<file path="config.mk">
export PLATFORM = sky130hd
export DESIGN_NAME = piso_shreg
export DESIGN_NICKNAME = d
export VERILOG_FILES = /design/src/rtl/piso_shreg.sv
export SDC_FILE = /design/constraint.sdc
export NUM_CORES = 1
export LEC_CHECK = 0
export BUFFER_PORTS_ARGS = -buffer_cell sky130_fd_sc_hd__buf_4
export CAP_MARGIN = 20
export CORE_AREA = 10 10 47 49
export DETAILED_ROUTE_END_ITERATION = 7
export DIE_AREA = 0 0 57 59
export HOLD_SLACK_MARGIN = 0.03
export SLEW_MARGIN = 20
export SYNTH_ARGS = -nofsm -noshare
export SYNTH_HDL_FRONTEND = slang
export SYNTH_SLANG_ARGS = --single-unit
</file>
<file path="constraint.sdc">
create_clock -name clk -period 1.4 [get_ports clk]
set_input_delay 0.07 -clock clk [delete_from_list [all_inputs] [get_ports clk]]
set_output_delay 0.07 -clock clk [all_outputs]
set_load 0.02 [all_outputs]
</file>
<file path="src/rtl/piso_shreg.sv">
// piso_shreg: parallel-in, serial-out shift stage with valid/ready on both sides.
// A word is loaded in IDLE, then shifted out one bit per accepted beat.
// sout_last flags the final bit of each frame.
// Optional feature macro: PARITY_EN appends an even-parity bit to every frame.
// With PARITY_EN the last-bit flag moves from the final data bit to the parity bit.
// All outputs are decoded from registered state only.
module piso_shreg #(
  parameter int WIDTH     = 4,
  parameter bit MSB_FIRST = 1'b1
) (
  input  logic             clk,
  input  logic             reset,
  input  logic [WIDTH-1:0] inp,
  input  logic             load_valid,
  output logic             load_ready,
  output logic             sout,
  output logic             sout_valid,
  input  logic             sout_ready,
  output logic             sout_last
);

  localparam int               CNT_W    = $clog2(WIDTH);
  localparam int               OUT_IDX  = MSB_FIRST ? WIDTH - 1 : 0;
  localparam logic [CNT_W-1:0] CNT_LAST = CNT_W'(WIDTH - 1);

  typedef enum logic [1:0] {
    IDLE   = 2'd0,
    SHIFT  = 2'd1,
    PARITY = 2'd2
  } state_t;

  state_t           state;
  state_t           state_next;
  logic [WIDTH-1:0] shreg;
  logic [CNT_W-1:0] cnt;
  logic             load;
  logic             last_data;

  assign load      = (state == IDLE) && load_valid;
  assign last_data = (cnt == CNT_LAST);

`ifdef PARITY_EN
  logic parity;

  function automatic logic even_parity(input logic [WIDTH-1:0] d);
    return ^d;
  endfunction

  // Capture the parity of the word at load time; it is emitted after the data bits.
  always_ff @(posedge clk or negedge reset) begin
    if (!reset)    parity <= 1'b0;
    else if (load) parity <= even_parity(inp);
  end
`endif

  // State register.
  always_ff @(posedge clk or negedge reset) begin
    if (!reset) state <= IDLE;
    else        state <= state_next;
  end

  // Next-state decode: advance only on accepted beats, leave data state on the last bit.
  always_comb begin
    state_next = state;
    case (state)
      IDLE: begin
        if (load_valid) state_next = SHIFT;
      end
      SHIFT: begin
        if (sout_ready && last_data) begin
`ifdef PARITY_EN
          state_next = PARITY;
`else
          state_next = IDLE;
`endif
        end
      end
      PARITY: begin
        if (sout_ready) state_next = IDLE;
      end
      default: state_next = IDLE;
    endcase
  end

  // Shift register and bit counter: load in IDLE, shift on each accepted data beat.
  // The counter saturates at the last index so it never leaves 0..WIDTH-1.
  always_ff @(posedge clk or negedge reset) begin
    if (!reset) begin
      shreg <= '0;
      cnt   <= '0;
    end else if (load) begin
      shreg <= inp;
      cnt   <= '0;
    end else if ((state == SHIFT) && sout_ready) begin
      if (MSB_FIRST) shreg <= shreg << 1;
      else           shreg <= shreg >> 1;
      if (!last_data) cnt <= cnt + 1'b1;
    end
  end

  // Moore output decode from state, shift register and counter.
  always_comb begin
    load_ready = 1'b0;
    sout       = 1'b0;
    sout_valid = 1'b0;
    sout_last  = 1'b0;
    case (state)
      IDLE: begin
        load_ready = 1'b1;
      end
      SHIFT: begin
        sout_valid = 1'b1;
        sout       = shreg[OUT_IDX];
`ifdef PARITY_EN
        sout_last  = 1'b0;
`else
        sout_last  = last_data;
`endif
      end
`ifdef PARITY_EN
      PARITY: begin
        sout_valid = 1'b1;
        sout       = parity;
        sout_last  = 1'b1;
      end
`endif
      default: begin
        load_ready = 1'b0;
      end
    endcase
  end

endmodule

</file>
* After elaboration in Yosys (flattened, before gate mapping)
Cells that the tools add are included.
W data, S select, Z words.
** Cells by class
- $add $sub $neg :: 1
- Eq/ne operators :: 7
- Multiplexer cells :: 13
- Reductions and logical operators :: 7
** Operators by type and width (number)
- $mux W2 :: 6
- $mux W4 :: 2
- $ne A2 B2 Y1 const B :: 4
- $pmux W2 S3 :: 1
- $eq A2 B2 Y1 const B :: 2
- $mux W1 :: 4
- $logic_and A1 B1 Y1 :: 3
- $reduce_and A3 Y1 :: 1
- $add A2 B1 Y2 const B :: 1
- $eq A2 B1 Y1 const B :: 1
- $logic_not A2 Y1 :: 1
- $reduce_and A2 Y1 :: 1
- $reduce_bool A2 Y1 :: 1
** Storage, ports and cells
- Flip-flop bits (word level) :: 8
- Bits of input ports :: 8
- Output and inout port bits :: 4

* Depth between registers and ports, before layout
Gate-level depths: netlist (run 1).
- Depth in word-level cells :: 4
- Mapped depth :: 4
- Gate-level depth less buffers :: 4

* Worst setup path before layout (run 1)
No wires, ideal clock.
- Path type :: register to register
- From :: register cnt[0]
- To :: register cnt[0]
- Library setup time :: 0.125 ns
- Arrival :: 0.945 ns
- Slack :: 0.330 ns
- Cell stages (with the launch flop) :: 5
- Buffers on the path :: 0
- Path through :: dfrtp_1 > ha_1 > nand2b_4 > xor2_1 > o21ai_2
** Between the ends
- Cells in the longest elaborated chain, start to end :: 4
** Ends and longest elaborated chain
- from (decl) :: line 35 : logic [CNT_W-1:0] cnt;
- from (signal assigned) :: line 97 : if (!last_data) cnt <= cnt + 1'b1;
- $add A2 B1 Y2 :: line 97
- $mux W2 :: line 97
- $mux W2 :: line 94 : end else if ((state == SHIFT) && sout_ready) begin
- $mux W2 :: line 91 : end else if (load) begin
Parallel ways exist; a longest one is shown, timed or not. The select of a mux whose other input is x is not followed.
A chain may end at the register's enable or synchronous reset.

* Worst setup path in the final report (run 1)
- From :: register state[0]
- To :: output load_ready
** Between the ends
- Cells in the longest elaborated chain, start to end :: 2
** Ends and longest elaborated chain
- from (decl) :: line 32 : state_t state;
- from (signal assigned) :: line 59 : else state <= state_next;
- $logic_not A2 Y1 :: line 107 : case (state)
- $mux W1 :: line 107
- to (decl) :: line 15 : output logic load_ready,
No other way between the ends.

==> key figures, run 1 <==
Setup path
  – CP Capture Type: output pin
  – Required time of the worst setup path: between 1 and 1.5 ns
  – Slowest stage delay, CP: around 0.6 ns
  – Critical path type: flip-flop to output pin
  – FF-to-FF End: cnt[0]
  – Crit Path Max Fanout: 14
  – Critical Path Start Type: flip-flop
  – R2R Setup Slk: about 0.28 ns
  – CP Buf/Inv Count: 2
  – Crit-path cells: inv_1, buf_4
  – Delay-heaviest family, CP: flip-flops
  – CP arrival: about 1.2 ns
  – Worst reg2reg path depth: 4
  – RR Startpoint: cnt[0]
  – Crit-path slowest cell: dfrtp_1

Finish
  – Post-route insts no fill: 67
  – Multi-input gate area: 205 um^2
  – # diodes: 0
  – Fin nets: 61
  – Layout cell share with drive strength beyond 1: 0.353
  – Post-layout util: 0.373
  – Sequential cell area: between 150 and 200 um^2
  – Area Growth Syn to Fin: 26.3%
  – Fill count: about 150

Global routing
  – Global-route wire length before repair: around 1500 um
  – Pin count of the biggest net entering global routing: 15
  – Remaining global-route overflow: 0
  – Vias in the first global route: approximately 360
  – Antenna violations before repair: 0
  – GRT Resource Usage Total: 0.0559

Power and ir drop
  – Internal: approximately 640 uW
  – Reg power frac: 0.383
  – Sw frac: 0.379
  – Leakage: around 0.25 nW
  – Pwr dens: a little under 2000 nW/um^2
  – Combinational share of power: 0.445
  – Sw Pwr: 390 uW
  – Clock share of power: 0.172
  – Maximum vdd drop: between 0.8 and 0.9 mV
  – PnR Total Power: 1.03 mW

Routing
  – DR DRC count: 0
  – Initial DRC Count: 1
  – Final wirelength: approximately 830 um
  – Drt via density: 4.84
  – Final antenna-violating net count: 0
  – Routed len/inst: ~12 um
  – Via Count: approximately 320
  – First-pass DRT Iterations: 2

Clock network
  – CTS HTree Levels: 1
  – Clock root buffer: clkbuf_4
  – Clock sink count: 7
  – Worst-Skew Late Latency: approximately 0.25 ns
  – CTS buffer count: 3
  – Post CTS Setup Buffer Count: 0
  – CTS tree: yes
  – Bufs on Longest Clock Path: 2
  – Clock slew at reported path FFs: around 0.050 ns

Synth
  – Cells after Synth: 38
  – Syn nets: 47
  – Top cell type's share of synthesized area: 0.423
  – Mapped Area: just over 400 um^2
  – Top-count cell post-synth: dfrtp_1
  – Synth async-reset ratio: 1.00
  – EDFF count, synth: 0
  – Synth cell types: 20
  – Yosys top cell by area: dfrtp_1
  – Top cells by area, synth: dfrtp_1 42%, mux2i_1 12%, buf_6 5.4%, a21oi_1 3.6%, a211oi_1 3.6%
  – Most frequent cells after synthesis: 7 x dfrtp_1, 5 x mux2i_1, 3 x a21oi_1
  – Top FF cell, synth: dfrtp_1
  – Synth Register Bits: 7
  – YS warnings: 0
  – Post-synthesis sequential area ratio: 0.423
  – Synth Area per Inst: roughly 11 um^2

Place
  – # port buffers: 11
  – GP Congestion: 0.730
  – Number of placed instances with taps included: just over 60

Worst hold path
  – Hold path endpoint: shreg[1]
  – Worst Min Path Start: inp[1]
  – Worst Hold Class: input pin to flip-flop
  – Worst Hold Depth: 3

Status
  – Status: finished, final reports clean

STA
  – Slew Limit Fails: 0
  – Min Tclk post-route: 1.27 ns
  – Final hold vios: 0
  – Setup Skew: 0.00270 ns
  – # setup viols final: 0
  – RSZ-0062 raised after global routing: false
  – Slew margin rel.: 0.713
  – Final period util: 0.906
  – Slew @ Worst Pin: roughly 0.43 ns
  – Max Freq: 0.789 GHz
  – Setup tns final: 0 ns

Floorplan
  – Initial Utilization: 0.296
  – Core box area: ~1400 um^2
  – IO Pins: 12
  – Vert. Die Dim: between 50 and 60 um
  – Die Span X: 57 um
  – Site row count: 14
  – Die area: approximately 3400 um^2

Flow run
  – Max-cap violation count: 0
placed cells by master, fill, tap and decap left out, drive strengths merged:
cell / count
nor2b: 3
nand3b: 1
a21oi: 3
mux2i: 5
inv: 1
clkbuf: 4
nor2: 1
nand2: 2
ha: 1
xor2: 1
nand2b: 1
a31oi: 1
dfrtp: 7
a211oi: 3
o21ai: 3
and2: 2
buf: 11
dlygate4sd3: 1
layer usage:
metal,vias up,global-route usage,routed length (um)
met5,-,0,0
met4,0,0.0302,12
met3,3,0.0386,71
met2,9,0.0992,434
met1,152,0.0454,312
li1,160,-,-
worst reg2reg max path: stages (launching register included):
cell,delay (ns)
dfrtp_1,0.40
ha_1,0.23
nand2b_4,0.15
xor2_1,0.17
o21ai_2,0.06
worst max-delay path by stage:
| stage | from | to | slack (ns) | cells past startpoint |
|---|---|---|---|---|
| floorplan | cnt[0] | cnt[0] | 0.33 | 4 |
| global placement | cnt[0] | cnt[0] | 0.30 | 4 |
| detailed placement | cnt[0] | cnt[0] | 0.28 | 4 |
| CTS | state[0] | load_ready | 0.11 | 2 |
| global route | state[0] | load_ready | 0.03 | 2 |
| finish | state[0] | load_ready | 0.13 | 2 |
cell type report:
class                      instances  share of cell area
sequential                         7               0.335
timing repair buffer              12               0.177
tap                               16              0.0383
clock buffer                       4              0.0502
multi-input combinational         27               0.392
inverter                           1             0.00718
power groups by stage:
stage / sequential [mW] / combinational, mW / clock, mW
2_1_floorplan: 0.366 / 0.348 / 0
3_3_place_gp: 0.395 / 0.455 / 0
3_5_place_dp: 0.399 / 0.468 / 0
4_1_cts: 0.396 / 0.472 / 0.187
5_1_grt: 0.414 / 0.512 / 0.206
6_report: 0.395 / 0.458 / 0.177
what timing repair did:
action | 4_1_cts | 5_1_grt
hold buffers | 1 | 0
gates resized for setup | 0 | 0
endpoints found under the hold margin | 7 | 0
registers in the layout, summed over array words and instances, names as in the netlist:
| name | flops |
|---|---|
| shreg | 4 |
| cnt | 2 |
| state | 1 |
through the flow:
stage	instance area (um^2)	setup WS [ns]	hold WS [ns]
global placement	487	0.296	-0.112
global route	523	0.0333	0.0995
floorplan	414	0.330	-0.226
finish	523	0.132	0.0964
detailed placement	487	0.282	-0.114
CTS	523	0.114	0.0975
kinds of logic (layout without fill, tap and decap cells):
group                      count (synthesis)  in the layout  share of synthesized area
AOI/OAI and AO/OA                         10             10                      0.163
xor gates and xnor gates                   1              1                     0.0212
adders and majority gates                  1              1                     0.0302
buffers and inverters                      4             17                     0.0816
DFF                                        7              7                      0.423
muxes                                      5              5                      0.121
and+or+nand+nor                           10             10                      0.160
Power figures use the tool's default switching activity.
==> run 2, diff against run 1 <==
--- a/config.mk
+++ b/config.mk
@@ -5,7 +5,7 @@
 export SDC_FILE = /design/constraint.sdc
 export NUM_CORES = 1
 export LEC_CHECK = 0
-export BUFFER_PORTS_ARGS = -buffer_cell sky130_fd_sc_hd__buf_4
+export BUFFER_PORTS_ARGS = -buffer_cell sky130_fd_sc_hd__buf_2
 export CAP_MARGIN = 20
 export CORE_AREA = 10 10 47 49
 export DETAILED_ROUTE_END_ITERATION = 7
==> constraint.sdc (replaced) <==
create_clock -name clk -period 1.25 [get_ports clk]
set_input_delay 0.0625 -clock clk [delete_from_list [all_inputs] [get_ports clk]]
set_output_delay 0.0625 -clock clk [all_outputs]
set_load 0.02 [all_outputs]
==> run 2 against run 1 <==
Cell count rose by 6.0%. Setup slack got worse by 0.074 ns. First-iteration DRC count rose to 5.0 times the previous value. Wire length rose by 7.6%. Register-to-register slack got worse by 0.12 ns. Clock power rose by 19%. Critical endpoint is now sout_last. Largest power group unchanged.
==> key figures, run 2 (synthesis results as in run 1) <==
Routing
  – Drt via density: 4.68 (-3.3%)
  – Routed len/inst: 12.6 um (+1.5%)
  – Final wirelength: 894 um (+7.6%)
  – DR DRC count: 0 (unchanged)
  – Via Count: 332 (+2.5%)
  – First-pass DRT Iterations: 2 (unchanged)
  – Final antenna-violating net count: 0 (unchanged)
  – Initial DRC Count: 5 (+4)

Power and ir drop
  – Pwr dens: 2340 nW/um^2 (+19%)
  – Leakage: 0.259 nW (+4.6%)
  – Maximum vdd drop: 0.918 mV (+3.2%)

Setup path
  – R2R Setup Slk: 0.16 ns (-0.12 ns)
  – Worst reg2reg path depth: 4 (unchanged)
  – Crit Path Max Fanout: 3 (-11)
  – Required time of the worst setup path: 1.19 ns (-0.14 ns)
  – Critical path type: flip-flop to output pin
  – CP arrival: 1.13 ns (-0.07 ns)
  – FF-to-FF End: cnt[0]
  – RR Startpoint: cnt[1]
  – CP Capture Type: output pin
  – Critical Path Start Type: flip-flop

Floorplan
  – Die area: 3360 um^2 (unchanged)
  – Vert. Die Dim: 59 um (unchanged)
  – Initial Utilization: 0.296 (unchanged)
  – IO Pins: 12 (unchanged)
  – Core box area: 1400 um^2 (unchanged)
  – Site row count: 14 (unchanged)
  – Die Span X: 57 um (unchanged)

Finish
  – Post-route insts no fill: 71 (+6.0%)
  – Commonest non-fill, non-tap cell in the layout: buf_2
  – Fill count: 159 (+5.3%)
  – Layout cell share with drive strength beyond 1: 0.455 (+0.102)
  – Fin nets: 65 (+6.6%)
  – Max reg flops: 4 (unchanged)
  – Most flop-heavy register: shreg
  – # diodes: 0 (unchanged)
  – Largest registers: shreg x4, cnt x2, state x1
  – Area Growth Syn to Fin: 29.9%
  – Commonest non-fill, non-tap cells in the layout: 10 x buf_2, 6 x dfrtp_1, 5 x mux2i_1

Place
  – Number of placed instances with taps included: 62 (unchanged)
  – # port buffers: 11 (unchanged)
  – GP Congestion: 0.710 (-2.8%)

Clock network
  – Clock slew at reported path FFs: 0.05 ns (about the same)
  – CTS tree: yes
  – Bufs on Longest Clock Path: 2 (unchanged)
  – Worst-Skew Late Latency: 0.26 ns (about the same)
  – CTS buffer count: 3 (unchanged)
  – CTS HTree Levels: 1 (unchanged)
  – Clock root buffer: clkbuf_4
  – Clock sink count: 7 (unchanged)

STA
  – Setup Skew: 0.00151 ns (-0.00119 ns)
  – Final hold vios: 0 (unchanged)
  – Slew margin rel.: 0.850 (+0.137)
  – Final period util: 0.954
  – Hold slack final: 0.0853 ns (-0.0112 ns)
  – Slew @ Worst Pin: 0.226 ns (-0.205 ns)
  – RSZ-0062 raised after global routing: false
  – Setup tns final: 0 ns (unchanged)
  – # setup viols final: 0 (unchanged)
  – Min Tclk post-route: approximately 1.2 ns
  – Max Freq: 0.839 GHz
  – Slew Limit Fails: 0 (unchanged)

Worst hold path
  – Worst Min Path Start: inp[1]
  – Worst Hold Depth: 3 (unchanged)
  – Hold path endpoint: shreg[1]
  – Worst Hold Class: input pin to flip-flop

Global routing
  – Vias in the first global route: 379 (+4.1%)
  – GR Layer Usage met1: 0.0621 (+0.0167)
  – Met2 Usage GRT: 0.0992 (unchanged)
  – Global-route wire length before repair: 1640 um (+12%)
  – GRT Resource Usage Total: 0.0615 (+0.00563)
  – Antenna violations before repair: 0 (unchanged)
  – GR met3 Demand/Resource: 0.0236 (-0.0150)
  – Remaining global-route overflow: 0 (unchanged)
  – Grt peak-use layer: met2
  – Pin count of the biggest net entering global routing: 15 (unchanged)

Status
  – Status: finished, final reports clean

Flow run
  – Max-cap violation count: 0 (unchanged)
## run 2: cell types whose count changed in the layout (fill, tap and decap cells not counted)
cell and delta:
and2_1 -1, ha_2 +1, and2_4 +1, dfrtp_1 -1
buf_4 -7, dfrtp_2 +1, ha_1 -1, buf_2 +10
buf_6 +1
## run 2: worst max-delay path by stage
stage                       from   endpoint  slack (ns)
after CTS                 cnt[0]  sout_last       0.005
after floorplan           cnt[0]     cnt[0]        0.18
after global routing      cnt[1]  sout_last        0.01
after detailed placement  cnt[0]     cnt[0]        0.14
after global placement    cnt[0]     cnt[0]        0.14
final                     cnt[1]  sout_last        0.06
## run 2: per-stage QoR
step	power, mW	area, um^2	setup slack (ns)	util
after global routing	1.39	538	0.0120	0.384
after CTS	1.18	512	0.00538	0.365
after floorplan	0.799	414	0.180	-
final	1.26	538	0.0581	0.384
after detailed placement	0.916	459	0.139	0.328
after global placement	0.910	459	0.139	0.328
## run 2: area by class of cell
type,instances,area (um^2),share of cell area
Multi-Input combinational cell,27,210,0.391
Inverter,1,3.75,0.00698
Sequential cell,7,176,0.328
Tap cell,16,20.0,0.0372
Timing Repair Buffer,16,101,0.188
Clock buffer,4,26.3,0.0488
## run 2: worst max-delay path: stages, from the launching register on
cell     delay, ns
dfrtp_1       0.39
ha_2          0.20
and2_4        0.16
buf_6         0.12
## run 2: repair_timing
| item | CTS | global route |
|---|---|---|
| setup endpoints to repair | 3 | 1 |
| pin swaps | 0 | 1 |
| hold endpoints to repair | 7 | 0 |
| setup buffers | 2 | 2 |
| hold buffers | 1 | 0 |
| gates resized for setup | 1 | 4 |
## run 2: routing by layer
metal | up-vias | wire length (um)
li1 | 165 | -
met1 | 157 | 348
met2 | 8 | 460
met3 | 2 | 60
met4 | 0 | 25
met5 | - | 0
## run 2: power by group
group / internal (mW) / switching [mW] / leakage, nW
Combinational: 0.333 / 0.281 / 0.160
Clock: 0.122 / 0.0892 / 0.0150
Sequential: 0.332 / 0.0998 / 0.0841
